`src/rtl/servo_pwm_driver_if.sv`:
```
`default_nettype none
// ============================================================================
//  Module      : servo_pwm_driver_if
//  Description : Angle targets, enable, PWM pins and settled flag shared
//                between the arm angle logic and the servo PWM driver.
//  Revision    : 1.0  initial release
// ============================================================================
interface servo_pwm_driver_if;
    logic [7:0] angle1;
    logic [7:0] angle2;
    logic [7:0] angle3;
    logic [7:0] angle4;
    logic       enable;
    logic       pwm1;
    logic       pwm2;
    logic       pwm3;
    logic       pwm4;
    logic       settled;

    modport master (
        output angle1, angle2, angle3, angle4, enable,
        input  pwm1, pwm2, pwm3, pwm4, settled
    );

    modport slave (
        input  angle1, angle2, angle3, angle4, enable,
        output pwm1, pwm2, pwm3, pwm4, settled
    );
endinterface
`default_nettype wire

```
`src/rtl/servo_pwm_driver.sv`:
```
`default_nettype none
// ============================================================================
//  Module      : servo_pwm_driver
//  Description : Four-channel hobby-servo PWM generator. Each channel slews
//                toward its clamped angle target by at most STEP_DEG per
//                frame; targets and enable are sampled only at frame
//                boundaries so a pulse in progress is never altered.
//  Revision    : 1.0  initial release
// ============================================================================
module servo_pwm_driver #(
    parameter int PERIOD_CYCLES  = 1_000_000,
    parameter int MIN_PULSE      = 25_000,
    parameter int CYCLES_PER_DEG = 555,
    parameter int STEP_DEG       = 1,
    parameter int INIT_DEG       = 90
) (
    input  logic               clk,
    input  logic               rst,
    servo_pwm_driver_if.slave  bus
);

    // Counter and pulse width share one width, never narrower than 17 bits.
    localparam int C_CNT_BITS = $clog2(PERIOD_CYCLES + 1);
    localparam int C_W        = (C_CNT_BITS > 17) ? C_CNT_BITS : 17;

    localparam logic [C_W-1:0] C_LAST    = C_W'(PERIOD_CYCLES - 1);
    localparam logic [C_W-1:0] C_MIN     = C_W'(MIN_PULSE);
    localparam logic [C_W-1:0] C_CPD     = C_W'(CYCLES_PER_DEG);
    localparam logic [7:0]     C_MAX_DEG = 8'd180;
    // A step larger than the full travel behaves like the full travel.
    localparam logic [7:0]     C_STEP    = (STEP_DEG > 180) ? 8'd180 : 8'(STEP_DEG);
    localparam logic [7:0]     C_INIT    = 8'(INIT_DEG);

    logic [C_W-1:0]  r_cnt;
    logic [C_W-1:0]  w_cnt_next;
    logic            w_boundary;
    logic            r_enable_q;
    logic            w_enable_next;
    logic [3:0][7:0] w_angle;
    logic [3:0]      w_at_tgt;
    logic [3:0]      w_pwm_next;
    logic [3:0]      r_pwm;
    logic            r_settled;

    assign w_angle       = {bus.angle4, bus.angle3, bus.angle2, bus.angle1};
    assign w_boundary    = (r_cnt == C_LAST);
    assign w_cnt_next    = w_boundary ? '0 : r_cnt + 1'b1;
    // Enable only takes effect at the frame boundary.
    assign w_enable_next = w_boundary ? bus.enable : r_enable_q;

    for (genvar i = 0; i < 4; i++) begin : g_ch
        logic [7:0]     r_pos;
        logic [7:0]     w_tgt;
        logic [7:0]     w_slewed;
        logic [7:0]     w_pos_eff;
        logic [C_W-1:0] w_width;

        // Clamp the target and move at most one step toward it, never past it.
        always_comb begin
            w_tgt    = (w_angle[i] > C_MAX_DEG) ? C_MAX_DEG : w_angle[i];
            w_slewed = r_pos;
            if (r_pos < w_tgt) begin
                w_slewed = r_pos + (((w_tgt - r_pos) > C_STEP) ? C_STEP : (w_tgt - r_pos));
            end else if (r_pos > w_tgt) begin
                w_slewed = r_pos - (((r_pos - w_tgt) > C_STEP) ? C_STEP : (r_pos - w_tgt));
            end
        end

        // Position moves only at an enabled boundary; mid-frame it is frozen,
        // so the width of the pulse in progress cannot change.
        assign w_pos_eff      = (w_boundary && bus.enable) ? w_slewed : r_pos;
        assign w_width        = C_MIN + C_W'(w_pos_eff) * C_CPD;
        assign w_at_tgt[i]    = (w_pos_eff == w_tgt);
        assign w_pwm_next[i]  = w_enable_next && (w_cnt_next < w_width);

        // Per-channel position register.
        always_ff @(posedge clk or posedge rst) begin
            if (rst) begin
                r_pos <= C_INIT;
            end else begin
                r_pos <= w_pos_eff;
            end
        end
    end

    // Frame counter, sampled enable, registered PWM pins and settled flag.
    always_ff @(posedge clk or posedge rst) begin
        if (rst) begin
            r_cnt      <= '0;
            r_enable_q <= 1'b0;
            r_pwm      <= '0;
            r_settled  <= 1'b0;
        end else begin
            r_cnt      <= w_cnt_next;
            r_enable_q <= w_enable_next;
            r_pwm      <= w_pwm_next;
            if (w_boundary) begin
                r_settled <= bus.enable && (&w_at_tgt);
            end
        end
    end

    assign bus.pwm1    = r_pwm[0];
    assign bus.pwm2    = r_pwm[1];
    assign bus.pwm3    = r_pwm[2];
    assign bus.pwm4    = r_pwm[3];
    assign bus.settled = r_settled;

endmodule
`default_nettype wire
```
`src/flat_wrapper.sv`:
```
// flat-port wrapper written by rule: the top's interface ports become plain ports
module servo_pwm_driver_flat 
#(
    parameter int PERIOD_CYCLES  = 1_000_000,
    parameter int MIN_PULSE      = 25_000,
    parameter int CYCLES_PER_DEG = 555,
    parameter int STEP_DEG       = 1,
    parameter int INIT_DEG       = 90
)
  (clk, rst, bus_angle1, bus_angle2, bus_angle3, bus_angle4, bus_enable, bus_pwm1, bus_pwm2, bus_pwm3, bus_pwm4, bus_settled);
  servo_pwm_driver_if bus_i ();
  input  logic clk;
  input  logic rst;
  input wire logic [$bits(bus_i.angle1)-1:0] bus_angle1;
  input wire logic [$bits(bus_i.angle2)-1:0] bus_angle2;
  input wire logic [$bits(bus_i.angle3)-1:0] bus_angle3;
  input wire logic [$bits(bus_i.angle4)-1:0] bus_angle4;
  input wire logic [$bits(bus_i.enable)-1:0] bus_enable;
  output wire logic [$bits(bus_i.pwm1)-1:0] bus_pwm1;
  output wire logic [$bits(bus_i.pwm2)-1:0] bus_pwm2;
  output wire logic [$bits(bus_i.pwm3)-1:0] bus_pwm3;
  output wire logic [$bits(bus_i.pwm4)-1:0] bus_pwm4;
  output wire logic [$bits(bus_i.settled)-1:0] bus_settled;
  assign bus_i.angle1 = bus_angle1;
  assign bus_i.angle2 = bus_angle2;
  assign bus_i.angle3 = bus_angle3;
  assign bus_i.angle4 = bus_angle4;
  assign bus_i.enable = bus_enable;
  assign bus_pwm1 = bus_i.pwm1;
  assign bus_pwm2 = bus_i.pwm2;
  assign bus_pwm3 = bus_i.pwm3;
  assign bus_pwm4 = bus_i.pwm4;
  assign bus_settled = bus_i.settled;
  servo_pwm_driver #(.PERIOD_CYCLES(PERIOD_CYCLES), .MIN_PULSE(MIN_PULSE), .CYCLES_PER_DEG(CYCLES_PER_DEG), .STEP_DEG(STEP_DEG), .INIT_DEG(INIT_DEG)) u_core (.clk(clk), .rst(rst), .bus(bus_i));
endmodule
```
`config.mk`:
```
export PLATFORM = sky130hd
export DESIGN_NAME = servo_pwm_driver_flat
export DESIGN_NICKNAME = d
export VERILOG_FILES = /design/src/rtl/servo_pwm_driver_if.sv /design/src/rtl/servo_pwm_driver.sv /design/src/flat_wrapper.sv
export SDC_FILE = /design/constraint.sdc
export NUM_CORES = 1
export LEC_CHECK = 0
export ABC_CLOCK_PERIOD_IN_PS = 24400
export BUFFER_PORTS_ARGS = -buffer_cell sky130_fd_sc_hd__buf_4
export CORE_UTILIZATION = 55
export DETAILED_ROUTE_END_ITERATION = 6
export GPL_TIMING_DRIVEN = 0
export PLACE_DENSITY = 0.76
export SYNTH_ARGS = -nofsm -noshare
export SYNTH_HDL_FRONTEND = slang
export SYNTH_SLANG_ARGS = --single-unit
```
`constraint.sdc`:
```
create_clock -name clk -period 24.4 [get_ports clk]
set_clock_uncertainty 0.15 [all_clocks]
set_input_delay 1.22 -clock clk [delete_from_list [all_inputs] [get_ports clk]]
set_output_delay 1.22 -clock clk [all_outputs]
set_load 0.1 [all_outputs]
```
; ---- After elaboration in Yosys (flattened, before gate mapping)
; Cells that the tools add are included.
; Widths: inputs -> output; s select.
[totals]
regBits = 58
latch_bits = 0
ram_bits = 0
romBits = 0
input_bits = 35
output_inout_bits = 5
elab_cells = 95
n_memories = 0
[op_classes]
n_addsub = 21
n_mul = 4
div_mod_pow = 0
magnitude_cmp = 24
n_eq_ne = 5
shifts = 0
muxes = 26
bitwise_logic = 0
n_reduce_logical = 7
[ops]
columns = op, count
row1 = $mux 8, 24
row2 = $sub 8x8->8, 12
row3 = $lt 20x20->1, 4
row4 = $add 15x18->19 const A, 4
row5 = $mul 8x10->18 const B, 4
row6 = $gt 8x1->1 const B, 8
row7 = $add 8x8->8, 4
row8 = $eq 8x8->1, 4
row9 = $gt 8x8->1, 4
row10 = $gt 8x8->1 const B, 4
row11 = $lt 8x8->1, 4
row12 = $add 20x1->20 const B, 1
row13 = $eq 20x20->1 const B, 1
row14 = $mux 20, 1
row15 = $logic_and 1x1->1, 6
row16 = $reduce_and 4->1, 1
row17 = $mux 1, 1

; ---- Longest topological paths before layout
; Gate-level depths: netlist (run 1).
[depth]
word_depth = 13
ltp_mapped = 48
depth_no_buf = 48

; ---- Worst setup path before layout (run 1)
; OpenSTA, ideal clock, no wires.
[synth_timing]
path_kind = input to register
from = input bus_angle2[0]
to = register u_core.r_pwm[1]
setup_ns = 0.119
t_arrival_ns = 10.096
t_required_ns = 24.131
path_slack_ns = 14.036
cell_stages = 44
n_path_buf = 1
cell_sequence = o21ai_0 a211oi_1 or2_2 ha_1 clkbuf_1 nor2_1 nor4_1 or4_1 o2111ai_1 or2_2 o21ai_0 fa_1 nand2b_1 a21oi_1 or4b_2 nand4_1 o211ai_1 o21ai_1 (+8 left out) nor2_1 nor2_1 o21bai_1 a21oi_1 o21bai_1 a21oi_1 nor2b_1 o21ai_0 nor2_1 o21a_1 o21a_1 or2_2 ha_1 nand2_1 or3_1 nor3_1 nand2_1 o21a_1
[synth_between]
elab_chain_len = 13
word_cells_on_any_way = 19
classes_between = 5 x add/sub / 1 x mul / 6 x order compare / 6 x mux / 1 x reduce/logical
[synth_rtl]
columns = element, line
row1 = from (decl), flat_wrapper.sv:15  ; input wire logic [$bits(bus_i.angle2)-1:0] bus_angle2;
row2 = $gt 8x8->1, servo_pwm_driver.sv:60  ; w_tgt = (w_angle[i] > C_MAX_DEG) ? C_MAX_DEG : w_angle[i];
row3 = $mux 8 *, servo_pwm_driver.sv:60
row4 = $sub 8x8->8, servo_pwm_driver.sv:65  ; w_slewed = r_pos - (((r_pos - w_tgt) > C_STEP) ? C_STEP : (r_pos - w_tgt));
row5 = $gt 8x1->1, servo_pwm_driver.sv:65
row6 = $mux 8, servo_pwm_driver.sv:65
row7 = $sub 8x8->8, servo_pwm_driver.sv:65
row8 = $mux 8, servo_pwm_driver.sv:64  ; end else if (r_pos > w_tgt) begin
row9 = $mux 8 *, servo_pwm_driver.sv:62  ; if (r_pos < w_tgt) begin
row10 = $mux 8 *, servo_pwm_driver.sv:71  ; assign w_pos_eff = (w_boundary && bus.enable) ? w_slewed : r_pos;
row11 = via u_core.g_ch[1].w_pos_eff[6], servo_pwm_driver.sv:55  ; logic [7:0] w_pos_eff;
row12 = $mul 8x10->18 *, servo_pwm_driver.sv:72  ; assign w_width = C_MIN + C_W'(w_pos_eff) * C_CPD;
row13 = $add 15x18->19 *, servo_pwm_driver.sv:72
row14 = $lt 20x20->1 *, servo_pwm_driver.sv:74  ; assign w_pwm_next[i] = w_enable_next && (w_cnt_next < w_width);
row15 = $logic_and 1x1->1 *, servo_pwm_driver.sv:74
row16 = via u_core.w_pwm_next[1], servo_pwm_driver.sv:41  ; logic [3:0] w_pwm_next;
row17 = to (signal assigned), servo_pwm_driver.sv:96  ; r_pwm <= w_pwm_next;
row18 = to (decl), servo_pwm_driver.sv:42  ; logic [3:0] r_pwm;
; The timed path passes the listed nets; every way through them passes the cells marked *.
; A chain may end at the register's enable or synchronous reset.

; ---- Final worst setup path (run 1)
[layout_timing]
from = input bus_angle3[7]
to = register u_core.r_pwm[2]
[layout_between]
elab_chain_len = 13
word_cells_on_any_way = 19
classes_between = 5 x add/sub / 1 x mul / 6 x order compare / 6 x mux / 1 x reduce/logical
[layout_rtl]
columns = element, line
row1 = from (decl), flat_wrapper.sv:16  ; input wire logic [$bits(bus_i.angle3)-1:0] bus_angle3;
row2 = $gt 8x8->1, servo_pwm_driver.sv:60
row3 = $mux 8 *, servo_pwm_driver.sv:60
row4 = $sub 8x8->8, servo_pwm_driver.sv:65
row5 = $gt 8x1->1, servo_pwm_driver.sv:65
row6 = $mux 8, servo_pwm_driver.sv:65
row7 = $sub 8x8->8, servo_pwm_driver.sv:65
row8 = $mux 8, servo_pwm_driver.sv:64
row9 = $mux 8 *, servo_pwm_driver.sv:62
row10 = $mux 8 *, servo_pwm_driver.sv:71
row11 = via u_core.g_ch[2].w_pos_eff[4], servo_pwm_driver.sv:55
row12 = $mul 8x10->18 *, servo_pwm_driver.sv:72
row13 = $add 15x18->19 *, servo_pwm_driver.sv:72
row14 = $lt 20x20->1 *, servo_pwm_driver.sv:74
row15 = $logic_and 1x1->1 *, servo_pwm_driver.sv:74
row16 = via u_core.w_pwm_next[2], servo_pwm_driver.sv:41
; Marks and branches as above.

==> results.json, run 1 <==
{
  "end_kind": "flip-flop",
  "cts_buffers": 9,
  "ir_drop_mv": 0.0305,
  "status": "finished with violations",
  "gr-total-overflow": 0,
  "fin_crit_sh_pct": 49.2,
  "grt_pass1_vias": 15300,
  "synth_common_cells": "352 x ha_1, 232 x inv_1, 144 x a21oi_1",
  "syn_area_sq_mm": 0.0163,
  "crit_type": "in2reg",
  "synth_top_area_share_pct": 27.0,
  "min_path_cells": 2,
  "drt-total-wl_mm": 47.7,
  "violations": "design-rule violations, max-capacitance violations",
  "start_util_pct": 56.4,
  "tritoncts": "done",
  "yosys_warnings": 0,
  "area_growth_syn_to_layout_pct": 8.15,
  "synth_seq_cells": 58,
  "grt_usage_pct": 31.8,
  "postCtsSetupRepairBufs": 0,
  "hp-class": "reg2reg",
  "drive_gt1_share_pct": 6.40,
  "p_per_area_mw_per_mm2": 20.6,
  "avgSynthCellArea_sq_um": 8.00,
  "finalSetupTns_ns": 0,
  "clk_path_buf_depth": 2,
  "chipWidth_microns": 174,
  "synth_largest_area_cell": "ha_1",
  "cap_violations": 1,
  "synthTopCellsByArea": "ha_1 27%, fa_1 7.8%, dfrtp_1 6.4%, inv_1 5.3%, a21oi_1 4.4%",
  "r2r_slack_ns": 13.39,
  "ys_async_sr_fraction_pct": 100,
  "cpPeakStageDelay_ns": 0.97,
  "yosysMostFrequentCell": "ha_1",
  "synth_edf_count": 0,
  "grt_max_degree": 42,
  "worstRegToRegCells": 40,
  "cts-root-buf": "clkbuf_16",
  "tightest_slew_ns": 1.47,
  "vias_per_cell": 6.17,
  "postCtsResizedCells": 0,
  "io_pins": 40,
  "path_delay_family": "compound AO/OA/AOI/OAI gates",
  "n_antenna_cell": 0,
  "r2r-start": "u_core.g_ch[2].r_pos[4]$_DFF_PP1_",
  "cp.arrival_ns": 12.08,
  "min-delay-start": "u_core.r_enable_q$_DFF_PP0_",
  "die-area_sq_mm": 0.0304,
  "fin_nets": 2601,
  "worstPathMaxFanout": 9,
  "leakagePower_uw": 0.00879,
  "hold_buffers": 0,
  "required_ns": 24.47,
  "finalPower_uw": 363,
  "crit_slowest_cell": "o22ai_1",
  "vias": 15700,
  "max_freq_mhz": 83.3,
  "worstSetupStartpointType": "input pin",
  "drt-initial-drc-count": 1334,
  "critPathBufInv": 5,
  "grt_pass1_wl_mm": 78.2,
  "setup_viol": 0,
  "synthDistinctLibCells": 94,
  "reg2reg_to": "u_core.r_pwm[2]$_DFF_PP0_",
  "max-slew-margin-rel_pct": 1.13,
  "io_buffer_count": 38,
  "fin_crit_ns": 12.01,
  "post_drt_wl_per_cell_microns": 18.8,
  "cts.sinks": 58,
  "fp.dieH_microns": 174,
  "ys_seq_area_share_pct": 9.01,
  "hpwl_mm": 39.4,
  "slew_viol_final": 0,
  "timing.hold.ws_ns": 0.339,
  "clk_pin_slew_ns": 0.06,
  "synth_cells": 2042,
  "synthFlopType": "dfrtp_1",
  "detail-route-antenna-nets": 0,
  "drc": 1,
  "drt_first_pass_iters": 7,
  "rsz0062_at_grt": "no",
  "core_area_sq_mm": 0.0289,
  "gp_routability_congestion": 1.01,
  "rows": 62,
  "timing.final.hold_violations": 0,
  "hold_end": "u_core.r_enable_q$_DFF_PP0_",
  "clk_latency_ns": 0.35,
  "antenna_found_initial": 1,
  "h-tree-depth": 3
}
[state kept, by name, summed over array words and instances, names as in the netlist]
name,count
u_core.r_cnt,20
u_core.bus.settled,1
u_core.r_pwm,4
u_core.r_enable_q,1
u_core.g_ch.r_pos,32
[worst register-to-register path: cells and delay by family, from the launching register on]
family | cells | cell delay, ns
AOI/OAI and AO/OA | 15 | 4.20
adders and majority gates | 7 | 3.00
and+or+nand+nor | 12 | 2.11
DFF | 1 | 0.60
buffers and inverters | 4 | 0.53
xor gates and xnor gates | 1 | 0.16
muxes | 1 | 0.13
[stage by stage]
stage               cells  cell area [sq um]  utilization (%)  worst slack [ns]
floorplan            2100              16500                -             14.04
detailed placement   2523              17300             59.9             12.23
finish               2539              17700             61.0             12.39
global route         2539              17700             61.0             11.56
CTS                  2539              17700             61.0             12.44
global placement     2522              17300             59.8             12.38
[metal layers]
layer | vias to the layer above | global-route usage, % | part of all wire (%)
li1 | 7533 | - | -
met1 | 7435 | 42.8 | 44
met2 | 594 | 52.6 | 45
met3 | 113 | 3.74 | 7.3
met4 | 0 | 10.9 | 3.4
met5 | - | 0 | 0
[cells by family (layout without fill, tap and decap cells)]
logic type / Yosys count / in the layout / synth area share [%]
DFF: 58 / 58 / 9.01
AOI/OAI and AO/OA: 538 / 538 / 21.7
muxes: 22 / 22 / 1.39
and+or+nand+nor: 602 / 602 / 19.5
adders and majority gates: 416 / 416 / 34.8
other: 2 / 60 / 0.0460
xor gates and xnor gates: 131 / 131 / 7.07
buffers and inverters: 273 / 328 / 6.47
[worst max-delay path by stage]
stage                  start                   endpoint  cells past startpoint
6_report       bus_angle3[7]  u_core.r_pwm[2]$_DFF_PP0_                     43
5_1_grt        bus_angle3[7]  u_core.r_pwm[2]$_DFF_PP0_                     43
4_1_cts        bus_angle3[7]  u_core.r_pwm[2]$_DFF_PP0_                     43
3_5_place_dp   bus_angle3[7]  u_core.r_pwm[2]$_DFF_PP0_                     43
3_3_place_gp   bus_angle3[7]  u_core.r_pwm[2]$_DFF_PP0_                     45
2_1_floorplan  bus_angle2[0]  u_core.r_pwm[1]$_DFF_PP0_                     44
[cell usage in the layout (no fill, tap or decap), types with 25 or more instances in the layout]
cell	count
o21a_1	29
xor2_1	48
o211ai_1	27
nand3_1	38
inv_1	231
conb_1	60
fa_1	64
nor2b_1	38
dfrtp_1	42
xnor2_1	82
a21oi_1	144
nor3_1	48
nand4_1	25
a21o_1	34
nand2b_1	57
nand2_1	119
buf_4	40
o21ai_0	115
ha_1	352
nor2_1	129
[layout make-up]
type                            count  area (sq um)
Multi-Input combinational cell   1769         14000
Fill cell                        2521         11300
Sequential cell                    58          1470
Inverter                          232           871
Tap cell                          384           480
Timing Repair Buffer               39           305
Clock buffer                        9           225
Buffer                             41           185
Clock inverter                      7           103
[power breakdown]
group | total [uW] | internal [uW] | switching (uW) | leakage (uW)
Sequential | 96.3 | 96.3 | 0 | 0.000666
Combinational | 122 | 46.2 | 75.6 | 0.00797
Clock | 145 | 90.3 | 54.6 | 0.000156
Total | 363 | 233 | 130 | 0.00879
Note: power is estimated with default switching activity, not from simulation.
==> run 2, diff against run 1 <==
--- a/config.mk
+++ b/config.mk
@@ -5,12 +5,13 @@
 export SDC_FILE = /design/constraint.sdc
 export NUM_CORES = 1
 export LEC_CHECK = 0
-export ABC_CLOCK_PERIOD_IN_PS = 24400
+export ABC_AREA = 1
+export ABC_CLOCK_PERIOD_IN_PS = 10600
 export BUFFER_PORTS_ARGS = -buffer_cell sky130_fd_sc_hd__buf_4
 export CORE_UTILIZATION = 55
 export DETAILED_ROUTE_END_ITERATION = 6
 export GPL_TIMING_DRIVEN = 0
-export PLACE_DENSITY = 0.76
+export PLACE_DENSITY = 0.78
 export SYNTH_ARGS = -nofsm -noshare
 export SYNTH_HDL_FRONTEND = slang
 export SYNTH_SLANG_ARGS = --single-unit
==> constraint.sdc (replaced) <==
create_clock -name clk -period 10.6 [get_ports clk]
set_clock_uncertainty 0.15 [all_clocks]
set_input_delay 0.53 -clock clk [delete_from_list [all_inputs] [get_ports clk]]
set_output_delay 0.53 -clock clk [all_outputs]
set_load 0.1 [all_outputs]
==> run 2 against run 1 <==
  * The run now ends clean
  * Critical path depth rose by 19
  * Register-to-register slack got worse by 12 ns
  * Area after synthesis fell by 0.50%
  * Hold slack got worse by 0.26 ns
  * Worst setup slack got worse by 12 ns
  * First-iteration DRC count fell by 7.3%
  * Global-route usage fell by 1.9 points
  * Die area fell by 0.49%
  * Non-clock buffer count fell by 28
  * Largest power group is now combinational logic
==> results.json, run 2 <==
{
  "status": "complete, no violations",
  "synth_common_cells": "558 x nand2_1, 450 x inv_1, 352 x ha_1",
  "rsz0062_at_grt": "no",
  "crit_type": "in2reg",
  "critPathBufInv": 10,
  "timing.final.hold_violations": 0,
  "place_area_sq_mm": 0.0173,
  "gp_routability_congestion": 0.969,
  "start_util_pct": 56.3,
  "p_per_area_mw_per_mm2": 106,
  "grt_pass1_vias": 15400,
  "synth_cells": 2398,
  "worstSetupStartpointType": "input pin",
  "vias": 15800,
  "hold_buffers": 0,
  "worstRegToRegCells": 43,
  "hpwl_mm": 36.9,
  "fp.dieH_microns": 174,
  "synth_seq_cells": 58,
  "ys_async_sr_fraction_pct": 100,
  "die-area_sq_mm": 0.0302,
  "path_delay_family": "adder cells",
  "area_growth_syn_to_layout_pct": 8.42,
  "ir_drop_mv": 0.0996,
  "cts.sinks": 58,
  "top_regs": "u_core.g_ch.r_pos: 32 flops, u_core.r_cnt: 20 flops, u_core.r_pwm: 4 flops",
  "reg2reg_to": "u_core.r_pwm[1]$_DFF_PP0_",
  "final_cell_mix": "557 x nand2_1, 449 x inv_1, 352 x ha_1, 164 x nor2_1, 164 x nand3_1",
  "yosysMostFrequentCell": "nand2_1",
  "fin_crit_sh_pct": 92.7,
  "cp_common_cell": "nand2_1",
  "hp-class": "in2async",
  "gr-total-overflow": 0,
  "antenna_found_initial": 0,
  "yosys_warnings": 0,
  "largest-register": "u_core.g_ch.r_pos",
  "clk_path_buf_depth": 2,
  "crit_slowest_cell": "fa_1",
  "max_freq_mhz": 102,
  "r2r_slack_ns": 1.28,
  "leakagePower_uw": 0.0102,
  "drt-initial-drc-count": 1236,
  "slew_viol_final": 0,
  "cp.arrival_ns": 9.87,
  "clk_latency_ns": 0.35,
  "largest_reg_flops": 32,
  "synth_largest_area_cell": "ha_1",
  "chipWidth_microns": 174,
  "io_pins": 40,
  "worstPathMaxFanout": 8,
  "r2r-start": "u_core.g_ch[1].r_pos[1]$_DFF_PP1_",
  "cts_buffers": 9,
  "end_kind": "flip-flop",
  "grt_usage_pct": 29.9,
  "io_buffer_count": 39,
  "finalSetupTns_ns": 0,
  "ys_seq_area_share_pct": 9.06,
  "drt-total-wl_mm": 44.4,
  "postLayoutCellArea_sq_mm": 0.0176,
  "avgSynthCellArea_sq_um": 6.78,
  "required_ns": 10.64,
  "syn_area_sq_mm": 0.0162,
  "rows": 62,
  "synthTopCellsByArea": "ha_1 27%, nand2_1 13%, inv_1 10%, fa_1 7.9%, dfrtp_1 6.5%",
  "grt_pass1_wl_mm": 73.8,
  "cap_violations": 0,
  "synthFlopType": "dfrtp_1",
  "drt_first_pass_iters": 6,
  "fin_nets": 2958,
  "tritoncts": "done",
  "cpPeakStageDelay_ns": 0.54,
  "fin_crit_ns": 9.83,
  "synth_top_area_share_pct": 27.1,
  "cts-root-buf": "clkbuf_16",
  "drive_gt1_share_pct": 7.65,
  "h-tree-depth": 3,
  "synthDistinctLibCells": 61,
  "clk_pin_slew_ns": 0.06,
  "max-slew-margin-rel_pct": 26.2,
  "core_area_sq_mm": 0.0289,
  "tightest_slew_ns": 1.10,
  "synth_edf_count": 0,
  "n_antenna_cell": 0,
  "post_drt_wl_per_cell_microns": 15.3,
  "layout_commonest_cell": "nand2_1",
  "drc": 0,
  "postCtsSetupRepairBufs": 0,
  "grt_max_degree": 37,
  "vias_per_cell": 5.47,
  "setup_viol": 0,
  "detail-route-antenna-nets": 0
}
==> run 2: how the worst max path moves through the flow <==
| stage | from | endpoint | slack (ns) | cells past startpoint |
|---|---|---|---|---|
| CTS | bus_angle3[6] | u_core.r_pwm[2]$_DFF_PP0_ | 0.74 | 62 |
| global route | bus_angle3[6] | u_core.r_pwm[2]$_DFF_PP0_ | 0.03 | 62 |
| finish | bus_angle3[6] | u_core.r_pwm[2]$_DFF_PP0_ | 0.77 | 62 |
| floorplan | bus_angle4[2] | u_core.r_pwm[3]$_DFF_PP0_ | 2.04 | 57 |
| detailed placement | bus_angle3[6] | u_core.r_pwm[2]$_DFF_PP0_ | 0.47 | 62 |
| global placement | bus_angle4[7] | u_core.r_pwm[3]$_DFF_PP0_ | 0.59 | 59 |
==> run 2: per-stage QoR <==
stage	worst slack (ns)	hold slack, ns	cells	utilization, %	power, uW
final	0.774	0.0762	2895	61.0	1860
after detailed placement	0.469	0.307	2880	59.8	1480
after global routing	0.0255	0.110	2895	61.0	2060
after floorplan	2.04	0.288	2456	-	1220
after global placement	0.587	0.303	2879	59.7	1430
after CTS	0.738	0.0868	2895	61.0	1850
==> run 2: metal layers <==
| metal | vias to the layer above | part of all wire [%] | global-route usage (%) |
|---|---|---|---|
| met1 | 7271 | 44 | 40.4 |
| met4 | 0 | 3.6 | 11.4 |
| met2 | 546 | 45 | 49.4 |
| met3 | 108 | 6.7 | 2.76 |
| li1 | 7913 | - | - |
| met5 | - | 0 | 0 |
==> run 2: cell type report <==
cell class / instances / area (sq um)
multi-input combinational: 1916 / 13100
fill: 2732 / 11200
inverter: 470 / 1770
sequential: 58 / 1470
tap: 384 / 480
timing repair buffer: 40 / 313
clock buffer: 11 / 253
clock inverter: 4 / 98.8
buffer: 12 / 97.6
==> run 2: what timing repair did <==
action / 4_1_cts / 5_1_grt
hold endpoints to repair: 0 / 0
gates resized for setup: 0 / 3
endpoints found under the setup margin: 0 / 2
==> run 2: report_power, final <==
| group | internal (uW) | switching, uW | leakage (uW) |
|---|---|---|---|
| registers | 230 | 13.6 | 0.000658 |
| clock network | 242 | 121 | 0.000172 |
| logic | 504 | 750 | 0.00935 |
| total | 976 | 884 | 0.0102 |
==> run 2: cells by family after synthesis <==
family                     synth area share [%]
AOI/OAI and AO/OA                          11.1
xor gates and xnor gates                   5.17
adders and majority gates                  35.0
buffers and inverters                      11.5
DFF                                        9.06
other                                    0.0462
and+or+nand+nor                            28.2
